==> config.mk <==
export PLATFORM = sky130hd
export DESIGN_NAME = iterative_multiplier
export DESIGN_NICKNAME = d
export VERILOG_FILES = /design/src/rtl/mult_pkg.sv /design/src/rtl/mult_step.sv /design/src/rtl/iterative_multiplier.sv
export SDC_FILE = /design/constraint.sdc
export NUM_CORES = 1
export LEC_CHECK = 0
export ABC_AREA = 0
export CAP_MARGIN = 5
export CORE_UTILIZATION = 48
export CTS_BUF_LIST = sky130_fd_sc_hd__clkbuf_8
export DETAILED_ROUTE_END_ITERATION = 8
export PLACE_DENSITY = 0.8
export SLEW_MARGIN = 30
export SYNTH_ARGS = -nofsm -noshare
export SYNTH_HDL_FRONTEND = slang
export SYNTH_SLANG_ARGS = --single-unit
==> constraint.sdc <==
create_clock -name clk -period 5.7 [get_ports clk]
set_input_delay 0.57 -clock clk [delete_from_list [all_inputs] [get_ports clk]]
set_output_delay 0.57 -clock clk [all_outputs]
set_load 0.01 [all_outputs]
==> src/rtl/mult_pkg.sv <==
// Shared definitions for the iterative multiplier.
// State encoding and iteration-count helper.
package mult_pkg;

  localparam logic [1:0] ST_IDLE = 2'd0;
  localparam logic [1:0] ST_BUSY = 2'd1;
  localparam logic [1:0] ST_DONE = 2'd2;

  function automatic int iter_of(
    input int width,
    input int bpc
  );
    return width / bpc;
  endfunction

endpackage

==> src/rtl/mult_step.sv <==
// One iteration of shift-and-add: adds the partial product of
// the multiplicand and one multiplier digit at the given offset.
module mult_step #(
  parameter int WIDTH          = 32,
  parameter int BITS_PER_CYCLE = 1,
  localparam int SW            = $clog2(2 * WIDTH)
) (
  input  logic [2*WIDTH-1:0]        acc,
  input  logic [WIDTH-1:0]          mcand,
  input  logic [BITS_PER_CYCLE-1:0] digit,
  input  logic [SW-1:0]             shamt,
  output logic [2*WIDTH-1:0]        acc_nxt
);

  logic [2*WIDTH-1:0] pp;

  assign pp = {{WIDTH{1'b0}}, mcand}
            * {{(2*WIDTH-BITS_PER_CYCLE){1'b0}}, digit};

  assign acc_nxt = acc + (pp << shamt);

endmodule

==> src/rtl/iterative_multiplier.sv <==
// Multi-cycle signed/unsigned multiplier retiring
// BITS_PER_CYCLE multiplier bits per clock.
module iterative_multiplier #(
  parameter int WIDTH          = 32,
  parameter int BITS_PER_CYCLE = 1
) (
  input  logic               clk,
  input  logic               rst,
  input  logic               in_valid,
  output logic               in_ready,
  input  logic               signed_mode,
  input  logic [WIDTH-1:0]   a,
  input  logic [WIDTH-1:0]   b,
  output logic               out_valid,
  input  logic               out_ready,
  output logic [2*WIDTH-1:0] y,
  output logic               busy
);

  import mult_pkg::*;

  localparam int ITER = iter_of(WIDTH, BITS_PER_CYCLE);
  localparam int CW   = (ITER > 1) ? $clog2(ITER) : 1;
  localparam int SW   = $clog2(2 * WIDTH);
  localparam logic [CW-1:0] LAST = CW'(ITER - 1);

  if (!(BITS_PER_CYCLE == 1 || BITS_PER_CYCLE == 2 ||
        BITS_PER_CYCLE == 4) ||
      (WIDTH % BITS_PER_CYCLE) != 0) begin : g_bad_cfg
    $error("iterative_multiplier: illegal BITS_PER_CYCLE");
  end

  logic [1:0]         state;
  logic [WIDTH-1:0]   mcand;
  logic [WIDTH-1:0]   mplier;
  logic               neg;
  logic [2*WIDTH-1:0] acc;
  logic [2*WIDTH-1:0] acc_nxt;
  logic [CW-1:0]      cnt;
  logic [SW-1:0]      shamt;
  logic [WIDTH-1:0]   a_mag;
  logic [WIDTH-1:0]   b_mag;

  assign in_ready  = (state == ST_IDLE);
  assign out_valid = (state == ST_DONE);
  assign busy      = (state != ST_IDLE);

  // -2^(WIDTH-1) negates to itself, which is the right unsigned magnitude
  assign a_mag = (signed_mode && a[WIDTH-1]) ? -a : a;
  assign b_mag = (signed_mode && b[WIDTH-1]) ? -b : b;

  assign shamt = SW'(cnt) * SW'(BITS_PER_CYCLE);

  mult_step #(
    .WIDTH          (WIDTH),
    .BITS_PER_CYCLE (BITS_PER_CYCLE)
  ) u_step (
    .acc     (acc),
    .mcand   (mcand),
    .digit   (mplier[BITS_PER_CYCLE-1:0]),
    .shamt   (shamt),
    .acc_nxt (acc_nxt)
  );

  always_ff @(posedge clk) begin
    if (rst) begin
      state  <= ST_IDLE;
      mcand  <= '0;
      mplier <= '0;
      neg    <= 1'b0;
      acc    <= '0;
      cnt    <= '0;
      y      <= '0;
    end else begin
      case (state)
        ST_IDLE: begin
          if (in_valid) begin
            mcand  <= a_mag;
            mplier <= b_mag;
            neg    <= signed_mode & (a[WIDTH-1] ^ b[WIDTH-1]);
            acc    <= '0;
            cnt    <= '0;
            state  <= ST_BUSY;
          end
        end
        ST_BUSY: begin
          acc    <= acc_nxt;
          mplier <= mplier >> BITS_PER_CYCLE;
          cnt    <= cnt + CW'(1);
          if (cnt == LAST) begin
            y     <= neg ? -acc_nxt : acc_nxt;
            state <= ST_DONE;
          end
        end
        ST_DONE: begin
          if (out_ready) state <= ST_IDLE;
        end
        default: state <= ST_IDLE;
      endcase
    end
  end

endmodule

# [Yosys cells after proc, flatten, opt, wreduce, memory -nomap -nowiden]
# Index checks and enable logic that the tools add are counted.
[classes] add_sub_neg=5 n_mul=1 eq_ne=6 shift=1 muxes=13 bitwise_logic=2 n_reduce_logical=9
[ops] operator="64-bit two-way mux" n=2
[ops] operator="64-bit case mux with 2 select lines" n=1
[ops] operator="32-bit two-way mux" n=3
[ops] operator="64-bit adder" n=1
[ops] operator="32-bit negator" n=2
[ops] operator="64-bit negator" n=1
[ops] operator="32-bit case mux with 2 select lines" n=1
[ops] operator="33-bit by 5-bit left shift with 64-bit output" n=1
[ops] operator="32-bit by 1-bit multiplier with 33-bit output" n=1
[ops] operator="5-bit case mux with 2 select lines" n=1
[ops] operator="2-bit two-way mux" n=3
[ops] operator="2-bit case mux with 3 select lines" n=1
[ops] operator="2-bit AND reduction" n=3
[ops] operator="5-bit by 1-bit adder with 5-bit output, second input constant" n=1
[ops] operator="5-bit == test, second input constant" n=1
[ops] operator="5-bit two-way mux" n=1
[ops] operator="2-bit != test, second input constant" n=2
[ops] operator="2-bit nonzero test" n=2
[ops] operator="3-bit AND reduction" n=1
[ops] operator="2-bit by 1-bit == test with 1-bit output, second input constant" n=1
[ops] operator="2-bit == test, second input constant" n=1
[ops] operator="1-bit logical AND" n=2
[ops] operator="2-bit zero test" n=1
[ops] operator="2-bit by 1-bit != test with 1-bit output, second input constant" n=1
[ops] operator="other kinds (2)" n=2
[word_totals] reg_bits=200 inputBits=69 out_inout_bits=67 wordCells=44

# [Depth between registers and ports, before layout]
# Gate-level depths: netlist of run 1.
[depth] word_depth=5 ltp_mapped=26 depth_no_buf=22

# [Modules after synthesis]
# From an unflattened synthesis of run 1, not the netlist that was laid out.
[unflattened] hier_cells=2187 hier_area_um2=16439.5
[by_module_without_submodules] module="iterative_multiplier" instances=1 cells_each=1226 area_each_um2=10012.1 seq_area_each_um2=4003.8
[by_module_without_submodules] module="mult_step" instances=1 cells_each=961 area_each_um2=6427.4 seq_area_each_um2=0.0

# [Worst setup path before layout of run 1]
# Ideal clock, no wire load.
[synth_timing] path_kind="reg2reg" start="register cnt[0]" end="register y[61]" setup_time_ps=79 arrival_time_ps=5688 path_slack_ps=-67 path_stages_with_launch=24 n_path_buf=5 path_cell_list="dfxtp_1 clkbuf_1 clkbuf_1 clkbuf_1 mux4_2 nand3_1 o21ai_0 o21ai_0 nor2_1 ha_1 buf_2 nand2_1 a211oi_1 o31ai_4 a2111oi_2 nor2_2 o21bai_1 xor2_1 or4_4 or4b_4 buf_6 o41ai_2 xnor2_1 a211oi_2"
[synth_via] elab_chain_len=4 elab_cells_between_ends=6 classes_between="add/sub: 2; eq/ne: 1; shift: 1; mux: 1; reduce/logical: 1"
[synth_rtl] item="from (decl)" line_no="iterative_multiplier.sv:39" source="logic [CW-1:0] cnt;"
[synth_rtl] item="from (signal assigned)" line_no="iterative_multiplier.sv:89" source="cnt <= cnt + CW'(1);"
[synth_rtl] item="33-bit by 5-bit left shift with 64-bit output" line_no="mult_step.sv:20" source="assign acc_nxt = acc + (pp << shamt);"
[synth_rtl] item="64-bit adder" line_no="mult_step.sv:20"
[synth_rtl] item="64-bit negator" line_no="iterative_multiplier.sv:91" source="y <= neg ? -acc_nxt : acc_nxt;"
[synth_rtl] item="64-bit two-way mux" line_no="iterative_multiplier.sv:91"
[synth_rtl] item="to (signal assigned)" line_no="iterative_multiplier.sv:91"
[synth_rtl] item="to (decl)" line_no="iterative_multiplier.sv:16" source="output logic [2*WIDTH-1:0] y,"
# Several ways; a longest one is shown, not always the timed one.
# A chain may end at the register's enable or synchronous reset.

# [Worst setup path in the final report of run 1]
# Same ends and word-level chain as after synthesis.

==> summary.md, run 1 <==
| Metric | Value |
|---|---|
| Antenna violations before repair | 0 |
| Skew-Pair Late Insertion Delay | 0.53 ns |
| Clock period minus final worst setup slack | 5.639 ns |
| Layout filler cell count | 2986 |
| Setup violators final | 0 |
| Comb power frac | 0.269 |
| Rows | 67 |
| Synth cell count leaders | nor2_1, nand2_1, dfxtp_1 |
| Clock skew | 0.02174 ns |
| Crit share post-route | 0.9893 |
| # port buffers | 135 |
| First-pass GRT wire length | 95450 um |
| Critical path capture point type | register |
| Compound-gate portion of the synthesized area | 0.2703 |
| Routed WL | 62260 um |
| Core ar. | 33870 um^2 |
| CTS clk-pin slew, worst paths | 0.11 ns |
| TritonCTS clock tree | done |
| Starting Density | 0.4922 |
| Overall power | 3.403 mW |
| Hold Violations, Final | 0 |
| Mapped Nets | 2428 |
| Largest family of logic cells by synthesized area | compound AO/OA/AOI/OAI gates |
| CP bufs+invs | 1 |
| Pwr/cell area | 153.8 nW/um^2 |
| Die Y | 188.4 um |
| Pin count of the biggest net entering global routing | 95 |
| Clk pwr share | 0.294 |
| Max cap viols | 0 |
| Final core occ | 0.6535 |
| Detailed Place HPWL | 48860 um |
| Mapped Cells | 2290 |
| Worst Path Max Fanout | 8 |
| Status | finished, final reports clean |
| Iteration-0 DRC Markers | 1776 |
| Worst path cell trace | buf_4 > mux4_2 > nand3_1 > o21ai_1 > nor2_1 > nor2_1 > nand2_1 > o21ai_1 > ha_1 > nand4_1 > or3_4 > or4_4 > a21o_1 > nand4_2 > o2bb2ai_2 > nand2_1 > or4_4 > or4b_4 > o41ai_4 > xnor2_1 > a211oi_2 |
| Worst relative slew slack | 0.3388 |
| CTS root buffer | clkbuf_8 |
| Post-synth ARST share | 0 |
| Post-Syn Area | 16670 um^2 |
| RSZ-0062 raised after global routing | yes |
| H-Tree Depth | 4 |
| Cell variety after synth | 89 |
| Flops & latches, synth | 200 |
| Num CTS Buffers | 17 |
| Synth area leader | dfxtp_1 |
| Multi-input gate area | 12610 um^2 |
| Cells after DPL | 3055 |
| DP Area | 20640 um^2 |
| Max layer used | met4 |
| Yosys warns | 0 |
| Total track usage | 0.3420 |
| Via-to-Cell Ratio | 6.095 |
| Post-DRT Antenna Nets | 0 |
| Max Fclk | 177.3 MHz |
| XOR/XNOR share of the synthesized area | 0.08197 |
| Final instance area | 22130 um^2 |
| CTS sink count | 200 |
| Sw frac | 0.3443 |
| Number of synthesized flops with an enable pin | 0 |
| Worst path required time | 6.10 ns |
| GRT overflow | 0 |
| Most frequent cell after synthesis | nor2_1 |
| Switch Pwr | 1.172 mW |
| Hold crit path type | reg2reg |
| P_int | 2.232 mW |
| Setup CP Type | reg2reg |
| Max VDD drop | 0.1572 mV |
| Synth area leaders | dfxtp_1, nor2_1, a21oi_1 |
| Critical path's slowest cell | or4b_4 |
| Sequential cell area | 4013 um^2 |
| Top cell type's share of synthesized area | 0.2402 |
| Sequential area share after synthesis | 0.2402 |
| CTS Hold Buffers Added | 0 |
| Die W | 188.4 um |
| Post-synthesis mux area share | 0.05772 |
| Layout area overhead | 32.78% |
| Simple-gate share of the synthesized area | 0.2493 |
| Drt wl/cell | 19.92 um |
| Leakage power | 8.512 nW |
| CTS max path bufs | 2 |
| Hold slack final | 0.4656 ns |
| DRC Markers | 0 |
| Top delay family on crit path | simple AND/OR/NAND/NOR gates |
| Post-Layout Cell Count | 3126 |
| Worst Tran Pin Value | 0.9918 ns |
| CP arrival | 6.04 ns |
| Wire length on met1 | 27900 um |
| Die footprint | 35480 um^2 |
| Synth Area in Adders | 0.05224 |
| Met3 wire len | 4456 um |
| Register share of total power | 0.437 |
| Ant. Diodes | 0 |
| Share of post-route cells with drive strength above 1 | 0.2371 |
| RePlAce Congestion | 1.026 |
| Io pins | 136 |
| Crit-path max cell delay | 0.63 ns |
| Met2 wire length | 27490 um |
| Via count | 19050 |
| Vias in the first global route | 17580 |
| Post-synth top flop | dfxtp_1 |
| DRT Pass-1 Iters | 6 |
| Syn_area_per_cell | 7.279 um^2 |
| Final slew viol count | 0 |
| CP startpoint kind | register |
| Number of nets in the layout | 2803 |
layout by cell type (no fill, tap or decap), drive strengths merged, types with 40 or more instances in the layout:
master,n
a211oi,83
a21oi,201
a22oi,53
buf,388
clkdlybuf4s50,134
dfxtp,200
ha,68
nand2,262
nand3,102
nand4,44
nor2,304
nor3,40
o21ai,153
xnor2,79
xor2,77
kinds of logic after synthesis:
| family | count (synthesis) |
|---|---|
| AOI/OAI and AO/OA | 701 |
| DFF | 200 |
| muxes | 64 |
| and+or+nand+nor | 899 |
| xor gates and xnor gates | 156 |
| buffers and inverters | 201 |
| adders and majority gates | 69 |
registers in the layout (all words and copies together) (netlist names):
register	count
acc	64
y	64
mcand	32
mplier	32
cnt	5
state	2
neg	1
through the flow:
| stage | worst slack (ns) | setup TNS [ns] |
|---|---|---|
| after floorplan | 0.07328 | 0 |
| after global placement | -0.1315 | -0.6642 |
| after detailed placement | -0.2249 | -1.149 |
| after CTS | 0.002410 | 0 |
| after global routing | -0.1089 | -0.6242 |
| final | 0.06086 | 0 |
routing by layer:
layer	global-route usage	vias to the layer above
li1	-	9123
met1	0.4638	9050
met2	0.5378	767
met3	0.05569	112
met4	0.1411	0
met5	0	-
area by class of cell:
type,count,share of cell area
well taps,448,0.02533
multi-input cells,1889,0.5699
flip-flops and latches,200,0.1813
inverters,34,0.005766
clock buffers,19,0.01182
repair buffers,523,0.1988
clock inverters,13,0.007123
power by group through the flow:
stage	clock network, mW	logic [mW]	registers, mW
3_5_place_dp	0	0.842	1.52
2_1_floorplan	0	0.461	1.50
3_3_place_gp	0	0.824	1.51
5_1_grt	1.07	0.973	1.49
4_1_cts	1.02	0.853	1.48
6_report	1.00	0.915	1.49
worst reg2reg max path: cells and delay by family (launching register included):
kind / cells / cell delay, ns
adder cells (fa/ha/maj): 1 / 0.43
AND/OR/NAND/NOR: 11 / 2.78
multiplexers: 1 / 0.50
XOR/XNOR: 1 / 0.17
flip-flops: 1 / 0.44
buffers and inverters: 1 / 0.16
AO/OA/AOI/OAI: 6 / 1.03
path summary, 6_finish.rpt:
kind,startpoint,endpoint,slack [ns],cells after the start
worst max-delay path,cnt[0],y[61],0.06,21
worst min-delay path,mplier[3],mplier[2],0.47,2
worst max register to register,cnt[0],y[61],0.06,21
worst min register to register,mplier[3],mplier[2],0.47,2
what timing repair did:
| item | 4_1_cts | 5_1_grt |
|---|---|---|
| buffers inserted | 7 | 31 |
| gates cloned | 0 | 1 |
| pin swaps | 5 | 45 |
| setup endpoints to repair | 18 | 37 |
| gates resized for setup | 14 | 177 |
Power figures use the tool's default switching activity.
==> run 2: changes to the inputs <==
==> constraint.sdc (replaced) <==
create_clock -name clk -period 4.6 [get_ports clk]
set_input_delay 0.46 -clock clk [delete_from_list [all_inputs] [get_ports clk]]
set_output_delay 0.46 -clock clk [all_outputs]
set_load 0.01 [all_outputs]
==> run 2 against run 1 <==
Routed wire length rose by 16%. Die area did not move. Largest power group unchanged. First-iteration DRC count rose by 3.3%. Register-to-register slack got worse by 1.1 ns. Critical path type unchanged. Combinational power rose by 67%. Worst setup slack got worse by 1.1 ns. Total power rose by 36%. Global-route usage rose by 3.8 points. Final cell count rose by 10%. Sequential cell count did not move. The run now ends with setup timing left. Highest routed layer is now met5. Sequential share of layout area fell by 3.1 points. Count of clock-buffer cells in the layout fell by 2.
==> summary.md, run 2 (synthesized netlist as in run 1, its figures left out) <==
| Metric | Value |
|---|---|
| Drt wl/cell | 20.99 um (was 19.92 um) |
| Hold crit path type | in2reg (was reg2reg) |
| Critical path capture point type | register (unchanged) |
| Max VDD drop | 0.2382 mV (was 0.1572 mV) |
| Max Fclk | 177.3 MHz (about the same) |
| Total track usage | 0.3797 (was 0.3420) |
| Rows | 67 (unchanged) |
| Register share of total power | 0.397 (was 0.437) |
| DRC Markers | 0 (unchanged) |
| Most frequent CP cell | buf_4 |
| Reg-to-reg endpoint | y[59] (was y[61]) |
| Commonest non-fill, non-tap cells in the layout | buf_4, nor2_1, nand2_1 (unchanged) |
| Final slew viol count | 0 (unchanged) |
| Share of post-route cells with drive strength above 1 | 0.4036 (was 0.2371) |
| GRT overflow | 0 (unchanged) |
| Cells after DPL | 3277 (was 3055) |
| P_int | 2.988 mW (was 2.232 mW) |
| Clock skew | 0.02353 ns (was 0.02174 ns) |
| Switch Pwr | 1.656 mW (was 1.172 mW) |
| Clock period minus final worst setup slack | 5.641 ns (was 5.639 ns) |
| CP startpoint kind | register (unchanged) |
| Routed WL | 72220 um (was 62260 um) |
| Top Registers | acc x64, y x64 (unchanged) |
| CTS clk-pin slew, worst paths | 0.13 ns (was 0.11 ns) |
| Setup violators final | 52 (was 0) |
| Layout area overhead | 60.52% (was 32.78%) |
| CP bufs+invs | 5 (was 1) |
| Die W | 188.4 um (unchanged) |
| Most common cell after layout, fill and taps aside | buf_4 (unchanged) |
| Pre-CTS setup slack | -1.109 ns (was -0.2249 ns) |
| Setup CP Type | reg2reg (unchanged) |
| Via-to-Cell Ratio | 6.115 (was 6.095) |
| Via count | 21040 (was 19050) |
| CTS max path bufs | 2 (unchanged) |
| Top delay family on crit path | simple AND/OR/NAND/NOR gates (unchanged) |
| Vias in the first global route | 19530 (was 17580) |
| Worst path cell trace | buf_12 > buf_4 > mux4_2 > nand2_2 > o21ai_2 > mux2i_2 > buf_4 > mux2i_1 > ha_1 > buf_6 > nand4_4 > or3_4 > or4_1 > a21o_1 > nand4_4 > o2bb2ai_4 > nand2_1 > or4_4 > or4b_4 > buf_4 > o31ai_4 > xnor2_1 > a211oi_1 (was buf_4 > mux4_2 > nand3_1 > o21ai_1 > nor2_1 > nor2_1 > nand2_1 > o21ai_1 > ha_1 > nand4_1 > or3_4 > or4_4 > a21o_1 > nand4_2 > o2bb2ai_2 > nand2_1 > or4_4 > or4b_4 > o41ai_4 > xnor2_1 > a211oi_2) |
| Num CTS Buffers | 17 (unchanged) |
| R2R Setup Slk | -1.04 ns (was 0.06 ns) |
| DRT Pass-1 Iters | 6 (unchanged) |
| RSZ-0062 raised after global routing | yes (unchanged) |
| First-pass GRT wire length | 105900 um (was 95450 um) |
| CP arrival | 6.03 ns (was 6.04 ns) |
| Die footprint | 35480 um^2 (unchanged) |
| WHS Path Cells | 2 (unchanged) |
| Hold Violations, Final | 0 (unchanged) |
| Crit-path max cell delay | 0.59 ns (was 0.63 ns) |
| Critical path's slowest cell | or4b_4 (unchanged) |
| Skew-Pair Late Insertion Delay | 0.55 ns (was 0.53 ns) |
| # port buffers | 135 (unchanged) |
| PnR worst setup slack | -1.041 ns (was 0.06086 ns) |
| Hold endpoint | acc[36] (was mplier[2]) |
| Post-Layout Cell Count | 3441 (was 3126) |
| Leakage power | 10.63 nW (was 8.512 nW) |
| Status | complete, but fails checks (was finished, final reports clean) |
| Pin count of the biggest net entering global routing | 97 (was 95) |
| Worst path required time | 4.99 ns (was 6.10 ns) |
| Reg2reg path depth | 23 (was 21) |
| Layout filler cell count | 2310 (was 2986) |
| Worst Path Max Fanout | 7 (was 8) |
| Worst Tran Pin Value | 1.247 ns (was 0.9918 ns) |
| Hold Startpoint | rst (was mplier[3]) |
| Ant. Diodes | 0 (unchanged) |
| Worst relative slew slack | 0.1687 (was 0.3388) |
| Hold slack final | 0.4214 ns (was 0.4656 ns) |
| Core ar. | 33870 um^2 (unchanged) |
| Sequential cell area | 4015 um^2 (was 4013 um^2) |
| Max cap viols | 0 (unchanged) |
| Iteration-0 DRC Markers | 1835 (was 1776) |
| Clk pwr share | 0.273 (was 0.294) |
| Violated checks | setup timing |
| Detailed Place HPWL | 52750 um (was 48860 um) |
| Comb power frac | 0.330 (was 0.269) |
| Sw frac | 0.3566 (was 0.3443) |
| Number of nets in the layout | 3119 (was 2803) |
| Io pins | 136 (unchanged) |
| RePlAce Congestion | 1.007 (was 1.026) |
| Pwr/cell area | 173.6 nW/um^2 (was 153.8 nW/um^2) |
| CTS sink count | 200 (unchanged) |
| Starting Density | 0.4922 (unchanged) |
| Die Y | 188.4 um (unchanged) |
| H-Tree Depth | 4 (unchanged) |
| Crit share post-route | 1.226 (was 0.9893) |
| Multi-input gate area | 14520 um^2 (was 12610 um^2) |
| TritonCTS clock tree | done (unchanged) |
| Antenna violations before repair | 2 (was 0) |
| CTS root buffer | clkbuf_8 (unchanged) |
| Post-DRT Antenna Nets | 0 (unchanged) |
| Worst r2r src | cnt[0] (unchanged) |
-- run 2: cell count changes in the layout (fill, tap and decap cells not counted), sizes merged --
| cell | before | now |
|---|---|---|
| buf | 388 | 705 |
| clkbuf | 20 | 17 |
| clkinvlp | 2 | 0 |
| inv | 39 | 41 |
| bufinv | 1 | 2 |
-- run 2: how the worst max path moves through the flow --
stage / to / cells after the start / slack (ns) / startpoint
detailed placement: y[60] / 22 / -1.11 / cnt[0]
floorplan: y[61] / 22 / -0.53 / cnt[0]
global placement: y[58] / 23 / -1.09 / cnt[0]
global route: y[59] / 24 / -1.17 / cnt[1]
CTS: y[58] / 23 / -0.93 / cnt[0]
finish: y[59] / 23 / -1.04 / cnt[0]
-- run 2: power by group through the flow --
stage / combinational, mW / clock [mW] / sequential (mW)
global placement: 1.11 / 0 / 1.87
finish: 1.53 / 1.27 / 1.85
detailed placement: 1.14 / 0 / 1.88
CTS: 1.30 / 1.26 / 1.84
global route: 1.60 / 1.34 / 1.85
floorplan: 0.613 / 0 / 1.85
-- run 2: worst register-to-register path, stage by stage (launching register included) --
cell	delay, ns
dfxtp_4	0.43
buf_12	0.14
buf_4	0.11
mux4_2	0.54
nand2_2	0.09
o21ai_2	0.07
mux2i_2	0.22
buf_4	0.17
mux2i_1	0.07
ha_1	0.34
buf_6	0.15
nand4_4	0.11
or3_4	0.34
or4_1	0.50
a21o_1	0.23
nand4_4	0.12
o2bb2ai_4	0.12
nand2_1	0.06
or4_4	0.46
or4b_4	0.60
buf_4	0.19
o31ai_4	0.22
xnor2_1	0.15
a211oi_1	0.08
-- run 2: final cells by class --
| class | instances | area share |
|---|---|---|
| clock buffers | 17 | 0.008745 |
| multi-input cells | 1889 | 0.5426 |
| inverters | 34 | 0.004957 |
| well taps | 448 | 0.02095 |
| clock inverters | 14 | 0.006453 |
| flip-flops and latches | 200 | 0.1501 |
| repair buffers | 839 | 0.2662 |
-- run 2: through the flow --
| stage | utilization | area [um^2] | power, mW | setup TNS (ns) |
|---|---|---|---|---|
| 2_1_floorplan | - | 17060 | 2.466 | -5.700 |
| 3_5_place_dp | 0.6684 | 22640 | 3.020 | -38.01 |
| 5_1_grt | 0.7900 | 26760 | 4.794 | -42.23 |
| 4_1_cts | 0.7329 | 24820 | 4.396 | -27.18 |
| 6_report | 0.7900 | 26760 | 4.644 | -33.47 |
| 3_3_place_gp | 0.6675 | 22610 | 2.979 | -35.15 |
-- run 2: repair_timing --
| action | 4_1_cts | 5_1_grt |
|---|---|---|
| cloned | 2 | 0 |
| buffers inserted | 66 | 77 |
| gates resized for setup | 290 | 308 |
| endpoints found under the setup margin | 60 | 71 |
| hold buffers | 0 | 0 |
| hold endpoints to repair | 0 | 0 |
| pin swaps | 79 | 171 |
-- run 2: per-layer routing --
layer  wire (um)  global-route usage
met2       32950              0.6067
met4        2782              0.1480
met5          23                   0
met3        6004             0.07022
met1       30460              0.5054
==> run 3: changes to the inputs <==
--- a/config.mk
+++ b/config.mk
@@ -7,6 +7,7 @@
 export LEC_CHECK = 0
 export ABC_AREA = 0
 export CAP_MARGIN = 5
+export CORE_MARGIN = 2
 export CORE_UTILIZATION = 48
 export CTS_BUF_LIST = sky130_fd_sc_hd__clkbuf_8
 export DETAILED_ROUTE_END_ITERATION = 8
@@ -14,4 +15,5 @@
 export SLEW_MARGIN = 30
 export SYNTH_ARGS = -nofsm -noshare
 export SYNTH_HDL_FRONTEND = slang
+export SYNTH_HIERARCHICAL = 1
 export SYNTH_SLANG_ARGS = --single-unit
==> run 3 against run 2 <==
The run still ends with setup timing left. Combinational power fell by 12%. Routed wire length fell by 13%. Global-route usage down 4.3 points. Worst hold slack better by 0.051 ns. Final area decreased by 11%. Sequential share of layout area grew 1.8 points. Critical path depth shrank 2. Via count decreased by 8.4%. Clock power is 6% lower. Critical path type unchanged. Highest routed layer is now met4.
==> summary.md, run 3 <==
| Metric | Value |
|---|---|
| Setup violators final | 63 (was 52) |
| Max Fclk | 174.3 MHz (was 177.3 MHz) |
| Max VDD drop | 0.2098 mV (was 0.2382 mV) |
| Top cell type's share of synthesized area | 0.2435 (was 0.2402) |
| Layout filler cell count | 2648 (was 2310) |
| Routed WL | 63180 um (was 72220 um) |
| Reg-to-reg endpoint | y[51] (was y[59]) |
| Total track usage | 0.3366 (was 0.3797) |
| Sequential area share after synthesis | 0.2435 (was 0.2402) |
| Worst Tran Pin Value | 0.8972 ns (was 1.247 ns) |
| First-pass GRT wire length | 96380 um (was 105900 um) |
| Via-to-Cell Ratio | 6.030 (was 6.115) |
| Flops & latches, synth | 200 (unchanged) |
| Setup CP Type | reg2reg (unchanged) |
| CP bufs+invs | 3 (was 5) |
| Clock period minus final worst setup slack | 5.739 ns (was 5.641 ns) |
| DRT Pass-1 Iters | 6 (unchanged) |
| Synth area leaders | dfxtp_1, a21oi_1, nand2_1 (was dfxtp_1, nor2_1, a21oi_1) |
| Post-synth top flop | dfxtp_1 (unchanged) |
| Critical path capture point type | register (unchanged) |
| Cell variety after synth | 89 (unchanged) |
| Num CTS Buffers | 17 (unchanged) |
| Worst relative slew slack | 0.4019 (was 0.1687) |
| H-Tree Depth | 4 (unchanged) |
| Layout area overhead | 44.97% (was 60.52%) |
| Comb power frac | 0.309 (was 0.330) |
| Violated checks | setup timing (unchanged) |
| Ant. Diodes | 0 (unchanged) |
| Hold Violations, Final | 0 (unchanged) |
| Core ar. | 33620 um^2 (was 33870 um^2) |
| Synth area leader | dfxtp_1 (unchanged) |
| Mapped Cells | 2187 (was 2290) |
| Number of cells on the critical path | 21 (was 23) |
| Hold crit path type | in2reg (unchanged) |
| Status | complete, but fails checks (unchanged) |
| CTS max path bufs | 2 (unchanged) |
| Synth cell count leaders | nand2_1, a21oi_1, dfxtp_1 (was nor2_1, nand2_1, dfxtp_1) |
| CTS clk-pin slew, worst paths | 0.11 ns (was 0.13 ns) |
| # port buffers | 135 (unchanged) |
| Die Y | 189.1 um (was 188.4 um) |
| CTS sink count | 200 (unchanged) |
| Max cap viols | 0 (unchanged) |
| Pwr/cell area | 184.0 nW/um^2 (was 173.6 nW/um^2) |
| CP Capture Point | y[51] (was y[59]) |
| Critical Path Source | cnt[0] (unchanged) |
| Worst r2r src | cnt[0] (unchanged) |
| GRT overflow | 0 (unchanged) |
| DRC Markers | 0 (unchanged) |
| Iteration-0 DRC Markers | 1583 (was 1835) |
| Switch Pwr | 1.535 mW (was 1.656 mW) |
| Register share of total power | 0.418 (was 0.397) |
| Crit share post-route | 1.248 (was 1.226) |
| Pin count of the biggest net entering global routing | 115 (was 97) |
| Rows | 67 (unchanged) |
| Post-Syn Area | 16440 um^2 (was 16670 um^2) |
| CP arrival | 6.14 ns (was 6.03 ns) |
| Worst Path Max Fanout | 8 (was 7) |
| Top delay family on crit path | simple AND/OR/NAND/NOR gates (unchanged) |
| Skew-Pair Late Insertion Delay | 0.54 ns (was 0.55 ns) |
| Sw frac | 0.3500 (was 0.3566) |
| Drt wl/cell | 19.77 um (was 20.99 um) |
| Io pins | 136 (unchanged) |
| Critical path's slowest cell | or4b_4 (unchanged) |
| Leakage power | 9.704 nW (was 10.63 nW) |
| CP startpoint kind | register (unchanged) |
| RSZ-0062 raised after global routing | yes (unchanged) |
| Most frequent cell after synthesis | nand2_1 (was nor2_1) |
| Multi-input gate area | 12940 um^2 (was 14520 um^2) |
| Number of synthesized flops with an enable pin | 0 (unchanged) |
| Clk pwr share | 0.273 (about the same) |
| Via count | 19270 (was 21040) |
| Most common cell after layout, fill and taps aside | buf_4 (unchanged) |
| RePlAce Congestion | 0.9925 (was 1.007) |
| Syn_area_per_cell | 7.517 um^2 (was 7.279 um^2) |
| Hold slack final | 0.4725 ns (was 0.4214 ns) |
| Crit-path max cell delay | 0.51 ns (was 0.59 ns) |
| Share of post-route cells with drive strength above 1 | 0.3185 (was 0.4036) |
| Detailed Place HPWL | 47760 um (was 52750 um) |
| Post-synth ARST share | 0 (unchanged) |
| R2R Setup Slk | -1.14 ns (was -1.04 ns) |
| Cells after DPL | 3118 (was 3277) |
| TritonCTS clock tree | done (unchanged) |
| PnR worst setup slack | -1.139 ns (was -1.041 ns) |
| Final slew viol count | 0 (unchanged) |
| Post-DRT Antenna Nets | 0 (unchanged) |
| Sequential cell area | 4010 um^2 (was 4015 um^2) |
| Worst path required time | 5.00 ns (was 4.99 ns) |
| P_int | 2.850 mW (was 2.988 mW) |
| Die W | 189.1 um (was 188.4 um) |
| Antenna violations before repair | 0 (was 2) |
| Reg2reg path depth | 21 (was 23) |
| Yosys warns | 6 (was 0) |
| Pre-CTS setup slack | -1.566 ns (was -1.109 ns) |
| Post-Layout Cell Count | 3195 (was 3441) |
| CTS root buffer | clkbuf_8 (unchanged) |
| Top Registers | acc x64, y x64 (unchanged) |
| Number of nets in the layout | 2874 (was 3119) |
| Vias in the first global route | 18310 (was 19530) |
| Worst path cell trace | buf_8 > buf_4 > mux2i_4 > or4b_4 > mux2i_2 > nor2b_4 > ha_4 > nand4_1 > buf_4 > or3_1 > o211a_1 > a221o_1 > a21oi_2 > a21oi_2 > xnor2_2 > or3_4 > or3_4 > or4_4 > o31ai_4 > xor2_1 > a211oi_1 (was buf_12 > buf_4 > mux4_2 > nand2_2 > o21ai_2 > mux2i_2 > buf_4 > mux2i_1 > ha_1 > buf_6 > nand4_4 > or3_4 > or4_1 > a21o_1 > nand4_4 > o2bb2ai_4 > nand2_1 > or4_4 > or4b_4 > buf_4 > o31ai_4 > xnor2_1 > a211oi_1) |
| Die footprint | 35750 um^2 (was 35480 um^2) |
| Starting Density | 0.4890 (was 0.4922) |
| Commonest non-fill, non-tap cells in the layout | buf_4, nand2_1, dfxtp_1 (was buf_4, nor2_1, nand2_1) |
| Clock skew | 0.02334 ns (was 0.02353 ns) |
| Final core occ | 0.7090 (was 0.7900) |
==> run 3: power by group through the flow <==
stage | registers (mW) | logic, mW | clock network, mW
finish | 1.83 | 1.35 | 1.20
global route | 1.84 | 1.43 | 1.28
CTS | 1.83 | 1.22 | 1.21
detailed placement | 1.87 | 1.18 | 0
global placement | 1.87 | 1.15 | 0
floorplan | 1.85 | 0.681 | 0
==> run 3: area by class of cell <==
| cell class | count | share of cell area |
|---|---|---|
| clock inverters | 14 | 0.006772 |
| repair buffers | 695 | 0.2435 |
| inverters | 32 | 0.005092 |
| well taps | 448 | 0.02352 |
| flip-flops and latches | 200 | 0.1683 |
| clock buffers | 17 | 0.009817 |
| multi-input cells | 1789 | 0.5430 |
==> run 3: worst min path at each step <==
stage / from / end / cells after the start
final: rst / mplier[1] / 2
after global routing: y[23] / y[23] / 2
after CTS: rst / cnt[3] / 2
after detailed placement: y[23] / y[23] / 2
after global placement: y[25] / y[25] / 2
after floorplan: mplier[3] / mplier[2] / 2
==> run 3: logic make-up after synthesis <==
| family | Yosys count | share of synthesized area |
|---|---|---|
| XOR/XNOR | 167 | 0.08897 |
| flip-flops | 200 | 0.2435 |
| multiplexers | 74 | 0.05472 |
| AO/OA/AOI/OAI | 695 | 0.2737 |
| adder cells (fa/ha/maj) | 70 | 0.05373 |
| other | 1 | 0.0002281 |
| AND/OR/NAND/NOR | 781 | 0.2362 |
| buffers and inverters | 199 | 0.04886 |
==> run 3: timing repair <==
item	CTS	global route
setup endpoints to repair	86	84
pin swaps	34	73
resized for setup	89	173
hold buffers	0	0
setup buffers	15	34
cloned	0	1
==> run 3: layer usage <==
| metal | up-vias | track usage | part of all wire |
|---|---|---|---|
| li1 | 9136 | - | - |
| met4 | 0 | 0.1776 | 0.051 |
| met1 | 9216 | 0.3999 | 0.40 |
| met3 | 179 | 0.04226 | 0.055 |
| met2 | 736 | 0.5916 | 0.49 |
| met5 | - | 0 | 0 |
==> run 3: through the flow <==
stage               cell area, um^2  TNS (ns)  power [mW]
floorplan                     16780    -22.32       2.534
global placement              21970    -61.52       3.019
detailed placement            21970    -67.91       3.049
CTS                           22860    -42.37       4.261
global route                  23830    -60.65       4.548
finish                        23830    -45.13       4.385
